<file path="src/rtl/button_event_controller.sv">
// Button scan controller: synchronise, tick-filter, round-robin arbitrate level changes into an event FIFO.
// Optional: define BTN_EVT_TIMESTAMP_EN to add a 16-bit tick timestamp (evt_time) to every event.
module button_event_controller #(
  parameter int NUM_BTN    = 4,
  parameter int CLK_DIV    = 1000,
  parameter int STABLE_CNT = 4,
  parameter int FIFO_DEPTH = 4,
  localparam int ID_W      = (NUM_BTN > 1) ? $clog2(NUM_BTN) : 1
) (
  input  logic               clk,
  input  logic               reset,
  input  logic [NUM_BTN-1:0] button,
  input  logic               enable,
  output logic [NUM_BTN-1:0] level,
  output logic               evt_valid,
  input  logic               evt_ready,
  output logic [ID_W-1:0]    evt_id,
  output logic               evt_press,
`ifdef BTN_EVT_TIMESTAMP_EN
  output logic [15:0]        evt_time,
`endif
  output logic               overflow,
  input  logic               clear_ovf
);

  localparam int PW = $clog2(CLK_DIV);
  localparam int CW = $clog2(STABLE_CNT + 1);
  localparam int AW = $clog2(FIFO_DEPTH);

  function automatic logic [ID_W-1:0] rr_index(input logic [ID_W-1:0] base, input int k);
    int s;
    s = int'(base) + k;
    if (s >= NUM_BTN) s = s - NUM_BTN;
    return ID_W'(s);
  endfunction

  logic [NUM_BTN-1:0] sync_q1, sync_q2;
  logic [PW-1:0]      presc;
  logic               tick;
  logic [CW-1:0]      cnt [NUM_BTN];
  logic [NUM_BTN-1:0] chg;
  logic [NUM_BTN-1:0] pend, pdir;
  logic [ID_W-1:0]    rr_start;
  logic               grant_valid;
  logic [ID_W-1:0]    grant_id;
  logic [NUM_BTN-1:0] grant_sel;
  logic               loss;
  logic               stage_valid;
  logic [ID_W-1:0]    stage_id;
  logic               stage_press;
  logic [AW-1:0]      wr_ptr, rd_ptr;
  logic [AW:0]        count;
  logic               push, pop, room;
  logic [ID_W-1:0]    mem_id    [FIFO_DEPTH];
  logic               mem_press [FIFO_DEPTH];

  // NOTE: every clocked process uses non-blocking assignments so all registers see pre-edge values.
  always_ff @(posedge clk or negedge reset) begin
    if (!reset) begin
      sync_q1 <= '0;
      sync_q2 <= '0;
    end else begin
      sync_q1 <= button;
      sync_q2 <= sync_q1;
    end
  end

  assign tick = enable && (presc == PW'(CLK_DIV - 1));

  always_ff @(posedge clk or negedge reset) begin
    if (!reset)       presc <= '0;
    else if (!enable) presc <= '0;
    else if (tick)    presc <= '0;
    else              presc <= presc + 1'b1;
  end

  // A channel's level flips on the tick that completes STABLE_CNT differing samples.
  always_comb begin
    // NOTE: combinational outputs get a default before any branch so no latch is inferred.
    chg = '0;
    for (int i = 0; i < NUM_BTN; i++)
      chg[i] = tick && (sync_q2[i] != level[i]) && (cnt[i] == CW'(STABLE_CNT - 1));
  end

  always_ff @(posedge clk or negedge reset) begin
    if (!reset) begin
      level <= '0;
      for (int i = 0; i < NUM_BTN; i++) cnt[i] <= '0;
    end else begin
      for (int i = 0; i < NUM_BTN; i++) begin
        if (!enable) begin
          cnt[i] <= '0;
        end else if (tick) begin
          if (sync_q2[i] == level[i]) begin
            cnt[i] <= '0;
          end else if (chg[i]) begin
            cnt[i]   <= '0;
            level[i] <= sync_q2[i];
          end else begin
            cnt[i] <= cnt[i] + 1'b1;
          end
        end
      end
    end
  end

  // Room counts the staged event too, so a grant can never overrun the FIFO.
  assign pop  = evt_valid && evt_ready;
  assign push = stage_valid;
  assign room = (int'(count) + int'(stage_valid)) < (FIFO_DEPTH + int'(pop));

  always_comb begin
    grant_valid = 1'b0;
    grant_id    = '0;
    grant_sel   = '0;
    if (room) begin
      for (int k = 0; k < NUM_BTN; k++) begin
        if (!grant_valid && pend[rr_index(rr_start, k)]) begin
          grant_valid = 1'b1;
          grant_id    = rr_index(rr_start, k);
        end
      end
    end
    if (grant_valid) grant_sel[grant_id] = 1'b1;
  end

  assign loss = |(chg & pend & ~grant_sel);

  // A fresh change on a still-pending channel cancels both events; a change that
  // coincides with that channel's grant re-arms the pend instead.
  always_ff @(posedge clk or negedge reset) begin
    if (!reset) begin
      pend     <= '0;
      pdir     <= '0;
      rr_start <= '0;
      overflow <= 1'b0;
    end else begin
      for (int i = 0; i < NUM_BTN; i++) begin
        if (chg[i]) begin
          if (grant_sel[i] || !pend[i]) begin
            pend[i] <= 1'b1;
            pdir[i] <= sync_q2[i];
          end else begin
            pend[i] <= 1'b0;
          end
        end else if (grant_sel[i]) begin
          pend[i] <= 1'b0;
        end
      end
      if (grant_valid) rr_start <= rr_index(grant_id, 1);
      if (loss)           overflow <= 1'b1;
      else if (clear_ovf) overflow <= 1'b0;
    end
  end

`ifdef BTN_EVT_TIMESTAMP_EN
  logic [15:0] tick_time;
  logic [15:0] stage_time;
  logic [15:0] mem_time [FIFO_DEPTH];

  always_ff @(posedge clk or negedge reset) begin
    if (!reset)    tick_time <= '0;
    else if (tick) tick_time <= tick_time + 16'd1;
  end

  always_ff @(posedge clk or negedge reset) begin
    if (!reset)           stage_time <= '0;
    else if (grant_valid) stage_time <= tick_time;
  end

  always_ff @(posedge clk) begin
    if (push) mem_time[wr_ptr] <= stage_time;
  end

  assign evt_time = evt_valid ? mem_time[rd_ptr] : '0;
`endif

  always_ff @(posedge clk or negedge reset) begin
    if (!reset) begin
      stage_valid <= 1'b0;
      stage_id    <= '0;
      stage_press <= 1'b0;
    end else begin
      stage_valid <= grant_valid;
      if (grant_valid) begin
        stage_id    <= grant_id;
        stage_press <= pdir[grant_id];
      end
    end
  end

  // NOTE: FIFO storage has no reset; valid comes only from count, and outputs are gated while empty.
  always_ff @(posedge clk) begin
    if (push) begin
      mem_id[wr_ptr]    <= stage_id;
      mem_press[wr_ptr] <= stage_press;
    end
  end

  always_ff @(posedge clk or negedge reset) begin
    if (!reset) begin
      wr_ptr <= '0;
      rd_ptr <= '0;
      count  <= '0;
    end else begin
      if (push) wr_ptr <= wr_ptr + 1'b1;
      if (pop)  rd_ptr <= rd_ptr + 1'b1;
      count <= count + {{AW{1'b0}}, push} - {{AW{1'b0}}, pop};
    end
  end

  assign evt_valid = (count != '0);
  assign evt_id    = evt_valid ? mem_id[rd_ptr]    : '0;
  assign evt_press = evt_valid ? mem_press[rd_ptr] : 1'b0;

endmodule

</file>
<file path="config.mk">
export PLATFORM = sky130hd
export DESIGN_NAME = button_event_controller
export DESIGN_NICKNAME = d
export VERILOG_FILES = /design/src/rtl/button_event_controller.sv
export SDC_FILE = /design/constraint.sdc
export NUM_CORES = 1
export LEC_CHECK = 0
export ABC_CLOCK_PERIOD_IN_PS = 6000
export CAP_MARGIN = 20
export CORE_ASPECT_RATIO = 0.9
export CORE_MARGIN = 3
export CORE_UTILIZATION = 60
export CTS_BUF_LIST = sky130_fd_sc_hd__clkbuf_8 sky130_fd_sc_hd__clkbuf_16
export CTS_CLUSTER_DIAMETER = 40
export CTS_CLUSTER_SIZE = 25
export DETAILED_ROUTE_END_ITERATION = 10
export GPL_TIMING_DRIVEN = 0
export PLACE_DENSITY = 0.77
export SYNTH_ARGS = -nofsm -noshare
export SYNTH_HDL_FRONTEND = slang
export SYNTH_SLANG_ARGS = --single-unit
</file>
<file path="constraint.sdc">
create_clock -name clk -period 6 [get_ports clk]
set_input_delay 1.8 -clock clk [delete_from_list [all_inputs] [get_ports clk]]
set_output_delay 1.8 -clock clk [all_outputs]
set_load 0.03 [all_outputs]
</file>
==> impl_metrics.env <==
export IMPL_maxCapViolations=0
export IMPL_worst_pin_slew_ns=0.591
export IMPL_leakage_nw=1.66
export IMPL_synth_cell_type_count=44
export IMPL_drv_slew=0
export IMPL_routed_wl_microns=5990
export IMPL_drive_gt1_share_pct=12.5
export IMPL_drtIter0Drc=115
export IMPL_async_flop_share_pct=82.4
export IMPL_dp_hpwl_microns=4190
export IMPL_reg2reg_slack_ns=2.73
export IMPL_cts_htree_levels=3
export IMPL_place_gp_congestion=0.762
export IMPL_hold_buffers=0
export IMPL_avgSynthCellArea_sq_um=12.2
export IMPL_clock_skew_ns=0.00960
export IMPL_min_path_cells=0
export IMPL_worstReg2RegEnd="pdir[3]"
export IMPL_syn_inst=269
export IMPL_hold_viol_final=0
export IMPL_chipWidth_microns=83.8
export IMPL_chipHeight_microns=76.1
export IMPL_synthFlopType="dfrtp_1"
export IMPL_status="finished, final reports clean"
export IMPL_syn_nets=297
export IMPL_critPathMaxStageDelay_ns=0.58
export IMPL_via_count=2080
export IMPL_clkTransAtPathRegs_ns=0.07
export IMPL_register_area_sq_um=1760
export IMPL_cts_tree="done"
export IMPL_drcViolationCount=0
export IMPL_path_class="flop to output port"
export IMPL_ant_nets=0
export IMPL_multi_input_area_sq_um=1420
export IMPL_synth_edf_count=12
export IMPL_grt_max_degree=36
export IMPL_min_path_type="flop to flop"
export IMPL_crit_chain="clkbuf_1 -> mux4_2 -> and2_1 -> clkdlybuf4s50_1"
export IMPL_finalNonFillerCells=368
export IMPL_diodes=0
export IMPL_max_freq_mhz=246
export IMPL_finalInstanceArea_sq_um=3780
export IMPL_cts_resized=0
export IMPL_cp_max_fo=5
export IMPL_port_buffers=17
export IMPL_arrival_ns=2.27
export IMPL_ios=18
export IMPL_slew_headroom_pct=60.5
export IMPL_cp_end_kind="output port"
export IMPL_grt_overflow_total=0
export IMPL_slowest_stage="clkdlybuf4s50_1"
export IMPL_min_period_ns=4.07
export IMPL_gr_usage_all_layers_pct=21.2
export IMPL_crit_required_ns=4.20
export IMPL_drt_wirelength_per_cell_microns=16.3
export IMPL_fin_nets=326
export IMPL_peakVddDrop_v=0.000315
export IMPL_clkLatencyLatePin_ns=0.34
export IMPL_rsz0062_at_grt="false"
export IMPL_dr_pass1_iters=5
export IMPL_synth_seq_area_share_pct=53.8
export IMPL_row_count=24
export IMPL_power_density_nw_per_um2=338
export IMPL_setup_tns_ns=0
export IMPL_setup_viol=0
export IMPL_period_share_pct=67.8
export IMPL_initial_utilization_pct=64.9
export IMPL_fp_dieArea_sq_um=6380
export IMPL_cts_sinks=68
export IMPL_avgViaCountPerCell=5.65
export IMPL_postPlaceCellArea_sq_um=3540
export IMPL_postCtsSetupRepairBufs=0
export IMPL_reg2reg_from="push"
export IMPL_min_to="sync_q2[2]"
export IMPL_r2r_cells=10
export IMPL_syn_cell_area_sq_um=3270
export IMPL_area_growth_pct=15.4
export IMPL_worstHoldStart="sync_q1[2]"
export IMPL_fillers=344
export IMPL_root_buffer="clkbuf_8"
export IMPL_ys_warn_count=0
export IMPL_antenna_found_initial=0
export IMPL_cts_inserted_buffers=9
export IMPL_clk_path_buf_depth=2
export IMPL_grt_pass1_vias=2197
export IMPL_ys_seq_elements=68
export IMPL_cp_start_kind="flop"
export IMPL_grt_pass1_wl_microns=10500
export IMPL_design_core_area_sq_um=5040
export IMPL_place_inst=352
stage by stage:
step	setup slack (ns)	hold WS (ns)	utilization, %	total power [mW]
final	1.93	0.353	74.9	1.28
after global routing	1.78	0.359	74.9	1.35
after CTS	1.89	0.356	74.9	1.29
after detailed placement	1.69	0.338	70.1	0.836
after global placement	1.41	0.332	69.8	0.821
after floorplan	2.61	0.331	-	0.746
cell usage in the layout, fill, tap and decap left out, drive strengths merged, types with 11 or more instances in the layout:
cell	netlist	final
nand2	21	21
clkdlybuf4s50	0	16
nor2	16	16
xor2	11	11
xnor2	12	12
clkbuf	4	13
inv	14	14
edfxtp	12	12
ha	18	18
dfrtp	56	56
Yosys cell counts (all sizes together) (3+ instances only):
library cell	instances	area (sq um)
nand4	5	31.3
nand2	21	81.3
xnor2	12	105
mux4	3	67.6
a21oi	9	45.0
nand2b	4	25.0
buf	3	23.8
xor2	11	96.3
inv	14	52.6
and2	9	56.3
a21boi	4	30.0
a31oi	3	63.8
clkbuf	4	15.0
nor2	16	60.1
nor4b	3	45.0
dfrtp	56	1400
and3	8	50.1
mux2	9	101
edfxtp	12	360
nand3	7	35.0
o21ai	9	45.0
nor4	4	43.8
nor2b	8	50.1
ha	18	225
area by class of cell:
class	instances	share of cell area (%)
plain buffers	7	1.03
clock buffers	9	3.28
clock inverters	7	3.05
inverters	14	1.39
multi-input cells	180	37.6
flip-flops and latches	68	46.6
well taps	65	2.15
repair buffers	18	4.90
how the worst max path moves through the flow:
stage | startpoint | endpoint | slack, ns | cells past startpoint
6_report | rd_ptr[0] | evt_press | 1.93 | 4
5_1_grt | rd_ptr[0] | evt_id[1] | 1.78 | 4
4_1_cts | rd_ptr[0] | evt_press | 1.89 | 4
3_5_place_dp | evt_ready | pdir[3] | 1.69 | 8
3_3_place_gp | reset | presc[4] | 1.41 | 1
2_1_floorplan | evt_ready | pdir[3] | 2.61 | 7
sequential cells by signal, summed over array words and instances (netlist names):
name	count
wr_ptr	2
stage_press	1
overflow	1
stage_id	2
mem_press	4
pend	4
sync_q2	4
level	4
pdir	4
push	1
sync_q1	4
rd_ptr	2
cnt	12
rr_start	2
mem_id	8
count	3
presc	10
cells by family (layout without fill, tap and decap cells):
logic type | count (synthesis) | count (layout) | synth area share [%]
buffers and inverters | 21 | 55 | 2.79
AOI/OAI and AO/OA | 34 | 34 | 8.15
adders and majority gates | 19 | 19 | 7.50
muxes | 13 | 13 | 5.47
xor gates and xnor gates | 23 | 23 | 6.16
and+or+nand+nor | 91 | 91 | 16.1
DFF | 68 | 68 | 53.8
critical path, delay by kind of cell (launching register included):
family / cells / cell delay, ns
buffers and inverters: 2 / 0.88
multiplexers: 1 / 0.56
flip-flops: 1 / 0.33
AND/OR/NAND/NOR: 1 / 0.17
metal layers:
layer | up-vias | GRT usage, % | routed length (microns)
met4 | 0 | 8.84 | 65
met1 | 1021 | 28.6 | 2690
met5 | - | 0 | 0
li1 | 999 | - | -
met3 | 10 | 7.03 | 273
met2 | 50 | 31.7 | 2960
where the power goes:
group | switching (mW) | internal [mW] | leakage [nW]
clock | 0.173 | 0.274 | 0.117
combinational | 0.150 | 0.126 | 0.702
sequential | 0.0431 | 0.512 | 0.841
total | 0.367 | 0.912 | 1.66
Power figures use the tool's default switching activity.
